$ cat src/rtl/branch_target_sequencer.sv
// Fetch-PC owner and branch-target generator: resolves execute-stage control
// transfers, loads the branch-address register and bubbles the front end.
module branch_target_sequencer #(
  parameter int unsigned          NrOfBits    = 32,
  parameter logic [NrOfBits-1:0]  ResetVector = '0,
  parameter logic [NrOfBits-1:0]  TrapVector  = 'h4,
  parameter int unsigned          FlushCycles = 2
) (
  input  logic                Clock,
  input  logic                Reset,
  input  logic                Tick,
  input  logic                Stall,
  input  logic                ExValid,
  input  logic [NrOfBits-1:0] ExPC,
  input  logic [NrOfBits-1:0] ExImm,
  input  logic [NrOfBits-1:0] ExRs1,
  input  logic                IsBranch,
  input  logic                IsJal,
  input  logic                IsJalr,
  input  logic                CondTrue,
  output logic [NrOfBits-1:0] PC,
  output logic                FetchValid,
  output logic                Flush,
  output logic [NrOfBits-1:0] BranchAddress,
  output logic                BranchAddressLoad,
  output logic                Misaligned,
  output logic [NrOfBits-1:0] LinkAddress
);

  typedef enum logic {
    ST_RUN      = 1'b0,
    ST_REDIRECT = 1'b1
  } state_t;

  localparam logic [NrOfBits-1:0] Four      = NrOfBits'(4);
  localparam logic [3:0]          FlushInit = 4'(FlushCycles - 1);

  state_t                state_q, state_d;
  logic [3:0]            cnt_q, cnt_d;
  logic [NrOfBits-1:0]   pc_q, pc_d;
  logic [NrOfBits-1:0]   ba_q, ba_d;
  logic                  load_q, load_d;
  logic                  mis_q, mis_d;
  logic                  rel_q, rel_d;

  logic                  taken;
  logic [NrOfBits-1:0]   jalr_sum;
  logic [NrOfBits-1:0]   target;

  // Target resolution from execute-stage operands
  assign taken    = ExValid & ((IsBranch & CondTrue) | IsJal | IsJalr);
  assign jalr_sum = ExRs1 + ExImm;
  assign target   = IsJalr ? {jalr_sum[NrOfBits-1:1], 1'b0} : (ExPC + ExImm);

  always_comb begin
    state_d = state_q;
    cnt_d   = cnt_q;
    pc_d    = pc_q;
    ba_d    = ba_q;
    load_d  = load_q;
    mis_d   = mis_q;
    rel_d   = rel_q;
    if (Tick) begin
      load_d = 1'b0;
      mis_d  = 1'b0;
      rel_d  = 1'b1;
      unique case (state_q)
        ST_RUN: begin
          // The first Tick after reset release only arms fetch; PC stays on ResetVector.
          if (rel_q) begin
            if (taken) begin
              cnt_d   = FlushInit;
              state_d = ST_REDIRECT;
              if (target[1]) begin
                mis_d = 1'b1;
                pc_d  = TrapVector;
              end else begin
                ba_d   = target;
                load_d = 1'b1;
                pc_d   = target;
              end
            end else if (!Stall) begin
              pc_d = pc_q + Four;
            end
          end
        end
        ST_REDIRECT: begin
          if (cnt_q == 4'd0) begin
            state_d = ST_RUN;
          end else begin
            cnt_d = cnt_q - 4'd1;
          end
        end
        default: state_d = ST_RUN;
      endcase
    end
  end

  always_ff @(posedge Clock or negedge Reset) begin
    if (!Reset) begin
      state_q <= ST_RUN;
      cnt_q   <= 4'd0;
      pc_q    <= ResetVector;
      ba_q    <= '0;
      load_q  <= 1'b0;
      mis_q   <= 1'b0;
      rel_q   <= 1'b0;
    end else begin
      state_q <= state_d;
      cnt_q   <= cnt_d;
      pc_q    <= pc_d;
      ba_q    <= ba_d;
      load_q  <= load_d;
      mis_q   <= mis_d;
      rel_q   <= rel_d;
    end
  end

  assign PC                = pc_q;
  assign FetchValid        = (state_q == ST_RUN) & rel_q;
  assign Flush             = (state_q == ST_REDIRECT);
  assign BranchAddress     = ba_q;
  assign BranchAddressLoad = load_q;
  assign Misaligned        = mis_q;
  assign LinkAddress       = ExPC + Four;

endmodule
$ cat config.mk
export PLATFORM = sky130hd
export DESIGN_NAME = branch_target_sequencer
export DESIGN_NICKNAME = d
export VERILOG_FILES = /design/src/rtl/branch_target_sequencer.sv
export SDC_FILE = /design/constraint.sdc
export NUM_CORES = 1
export LEC_CHECK = 0
export CAP_MARGIN = 20
export CORE_MARGIN = 1
export CORE_UTILIZATION = 25
export CTS_BUF_LIST = sky130_fd_sc_hd__clkbuf_4 sky130_fd_sc_hd__clkbuf_8 sky130_fd_sc_hd__clkbuf_16
export CTS_CLUSTER_DIAMETER = 200
export CTS_CLUSTER_SIZE = 12
export DETAILED_ROUTE_END_ITERATION = 16
export HOLD_SLACK_MARGIN = 0.03
export REMOVE_ABC_BUFFERS = 1
export SYNTH_ARGS = -nofsm -noshare
export SYNTH_HDL_FRONTEND = slang
export SYNTH_SLANG_ARGS = --single-unit
$ cat constraint.sdc
create_clock -name Clock -period 3.1 [get_ports Clock]
set_input_delay 0.62 -clock Clock [delete_from_list [all_inputs] [get_ports Clock]]
set_output_delay 0.62 -clock Clock [all_outputs]
set_load 0.02 [all_outputs]
==> flow_metrics.py <==
metrics = {
    "clock_network": {
        "clk_latency_ns": 0.34,
        "clockBufferDepth": 2,
        "hold_buffers": 0,
        "cts.sinks": 70,
        "tritoncts": "yes",
        "root_buffer": "clkbuf_16",
        "numCtsBuffers": 9,
        "cts-htree-levels": 3,
        "clk_pin_slew_ns": 0.06,
    },
    "sta": {
        "fmax_ghz": 0.3305,
        "setup_viol": 0,
        "drv_slew": 0,
        "fin_skew_ns": 0.01167,
        "hold_viol": 0,
        "finalSetupTns_ns": 0,
        "worst_slack_ns": 0.07442,
        "min_period_ns": 3.026,
        "tightest_slew_ns": 0.9244,
        "slew_headroom_pct": 38.37,
        "finalCritPeriodShare_pct": 97.60,
    },
    "yosys": {
        "yosys_warnings": 0,
        "syn_avg_cell_area_um2": 7.602,
        "synthCells": 964,
        "synth_seq_cells": 70,
        "synth_area_mm2": 0.007328,
        "synth.distinct_cells": 64,
        "async_flop_share_pct": 100.0,
        "synth-main-ff-cell": "dfrtp_1",
        "seq_area_frac_synth_pct": 23.90,
        "synth-edff-count": 0,
    },
    "placed_design": {
        "place_ws_ns": -0.8873,
        "placed_cell_area_mm2": 0.01143,
        "dp_hpwl_um": 23210,
        "port-buffer-count": 202,
        "routabilityCongestion": 0.8841,
    },
    "drt": {
        "wire_per_inst_um": 16.10,
        "drc": 0,
        "drtPass1Iterations": 5,
        "vias_per_cell": 4.889,
        "wirelength_um": 28490,
        "vias": 8654,
        "drt_iter0_markers": 422,
        "ant_nets": 0,
    },
    "worst_setup_path": {
        "crit_chain": "clkdlybuf4s50_1, ha_4, buf_4, and2_2, nand2_1, o211ai_1, nand2_2, o311ai_2, buf_4, xnor2_1, o22ai_2, a221o_1",
        "crit_fanout": 4,
        "cpMaxStageDelayCell": "clkdlybuf4s50_1",
        "crit_start": "ExImm[8]",
        "worstReg2RegEnd": "PC[30]",
        "setup.worst_path.start_class": "input pin",
        "path_depth": 12,
        "crit_buf_inv": 3,
        "endpoint_kind": "flop",
        "rrSetupSlack_ns": 0.48,
        "rr_worst_depth": 10,
        "crit_top_cell": "buf_4",
        "critPathMaxStageDelay_ns": 0.48,
        "critPathArrivalTime_ns": 3.25,
        "path_delay_family": "compound AO/OA/AOI/OAI gates",
        "cp.required_ns": 3.32,
        "worstSetupPathType": "input pin to flop",
        "crit_end": "PC[31]",
        "worstReg2RegStart": "PC[2]",
    },
    "finish": {
        "ff_latch_area_mm2": 0.001752,
        "fin_util_pct": 42.93,
        "nFillCells": 2872,
        "drive_gt1_share_pct": 28.21,
        "multi_input_area_mm2": 0.005916,
        "final_cell_mix": "buf_4 (243), clkdlybuf4s50_1 (152), nand2_1 (114)",
        "synthToLayoutAreaGrowth_pct": 68.60,
        "final_area_mm2": 0.01236,
        "diodes": 0,
        "nets": 1552,
        "layout_commonest_cell": "buf_4",
    },
    "power": {
        "power.switching_mw": 2.680,
        "p_comb_share_pct": 56.1,
        "intPower_mw": 3.822,
        "p_clk_share_pct": 17.2,
        "power.density_mw_per_mm2": 526.3,
        "p_seq_share_pct": 26.7,
        "irDropWorstVdd_v": 0.0002677,
        "swShare_pct": 41.22,
        "static-leakage-power_nw": 5.528,
    },
    "die": {
        "dieArea_mm2": 0.03000,
        "num_rows": 62,
        "core_mm2": 0.02878,
        "ios": 205,
        "die_h_um": 173.2,
        "die_width_um": 173.2,
        "start_util_pct": 25.46,
    },
    "job": {
        "cap_violations": 0,
    },
    "global_route": {
        "grt_pass1_wl_um": 45040,
        "grt_pass1_vias": 8539,
        "grt-ovfl-total": 0,
        "grt_start_max_net_pins": 71,
        "grt_usage_pct": 18.62,
        "antenna_found_initial": 0,
    },
    "worst_hold_path": {
        "hp-class": "flop to flop",
    },
    "run_status": {
        "outcome": "finished clean",
    },
}
## layer usage
metal | track usage [%] | vias up | share of wire (%)
met5 | 0 | - | 0
met4 | 3.945 | 0 | 1.4
met3 | 2.149 | 20 | 3.4
met2 | 30.80 | 189 | 47
met1 | 25.98 | 4062 | 48
li1 | - | 4383 | -
## timing repair
| action | CTS | global route |
|---|---|---|
| endpoints found under the setup margin | 65 | 54 |
| pin swaps | 35 | 49 |
| setup buffers | 3 | 8 |
| gates resized for setup | 162 | 96 |
## power groups by stage
stage	Combinational, mW	Clock [mW]	Sequential [mW]
CTS	3.58	1.15	1.74
global placement	3.50	0	1.74
finish	3.65	1.12	1.73
global route	3.95	1.19	1.81
floorplan	1.22	0	2.12
detailed placement	3.53	0	1.75
## Yosys cell counts, types with 9 or more instances
| cell type | number | area [um2] |
|---|---|---|
| ha_1 | 64 | 800.8 |
| nor2_1 | 82 | 307.8 |
| dfrtp_1 | 70 | 1752 |
| a21oi_1 | 90 | 450.4 |
| a21o_1 | 35 | 262.8 |
| nor3_1 | 19 | 95.09 |
| o21ai_0 | 84 | 420.4 |
| a31oi_1 | 16 | 100.1 |
| xnor2_1 | 46 | 402.9 |
| o22ai_1 | 9 | 56.30 |
| xor2_1 | 39 | 341.6 |
| and3_1 | 22 | 137.6 |
| nand3_1 | 40 | 200.2 |
| nand2_1 | 119 | 446.7 |
| a211oi_1 | 9 | 67.56 |
| clkbuf_1 | 28 | 105.1 |
| o211ai_1 | 12 | 90.09 |
| inv_1 | 28 | 105.1 |
| nand4_1 | 17 | 106.4 |
| o21a_1 | 11 | 82.58 |
## worst min-delay path by stage
stage	end	from	cells after the start
after floorplan	BranchAddressLoad	Reset	0
after global placement	rel_q	rel_q	1
after CTS	rel_q	rel_q	1
final	rel_q	rel_q	1
after detailed placement	rel_q	rel_q	1
after global routing	rel_q	rel_q	1
## through the flow
| stage | hold WS (ns) | power (mW) | cells |
|---|---|---|---|
| 6_report | 0.4620 | 6.503 | 1770 |
| 5_1_grt | 0.4945 | 6.948 | 1770 |
| 4_1_cts | 0.4673 | 6.465 | 1762 |
| 3_5_place_dp | 0.4527 | 5.280 | 1748 |
| 3_3_place_gp | 0.4459 | 5.238 | 1748 |
| 2_1_floorplan | 0.3244 | 3.344 | 928 |
## logic make-up (layout without fill, tap and decap cells)
group                    after synthesis  in the layout  share of synthesized area, %
multiplexers                           6              6                        0.8537
flip-flops                            70             70                         23.90
other                                  1              2                       0.05117
buffers and inverters                 65            486                         3.551
AND/OR/NAND/NOR                      338            338                         21.12
adder cells (fa/ha/maj)               66             66                         11.47
AO/OA/AOI/OAI                        333            333                         28.89
XOR/XNOR                              85             85                         10.16
## layout make-up
type	instances	share of cell area, %
flip-flops and latches	70	14.18
repair buffers	442	30.60
well taps	384	3.889
multi-input cells	830	47.88
inverters	28	0.8506
clock inverters	7	0.7797
clock buffers	9	1.823
## registers in the layout (all words and copies together) (netlist names)
| register | cells |
|---|---|
| BranchAddress | 31 |
| PC | 31 |
| cnt_q | 4 |
| BranchAddressLoad | 1 |
| Flush | 1 |
| Misaligned | 1 |
| rel_q | 1 |
Power figures use the tool's default switching activity.
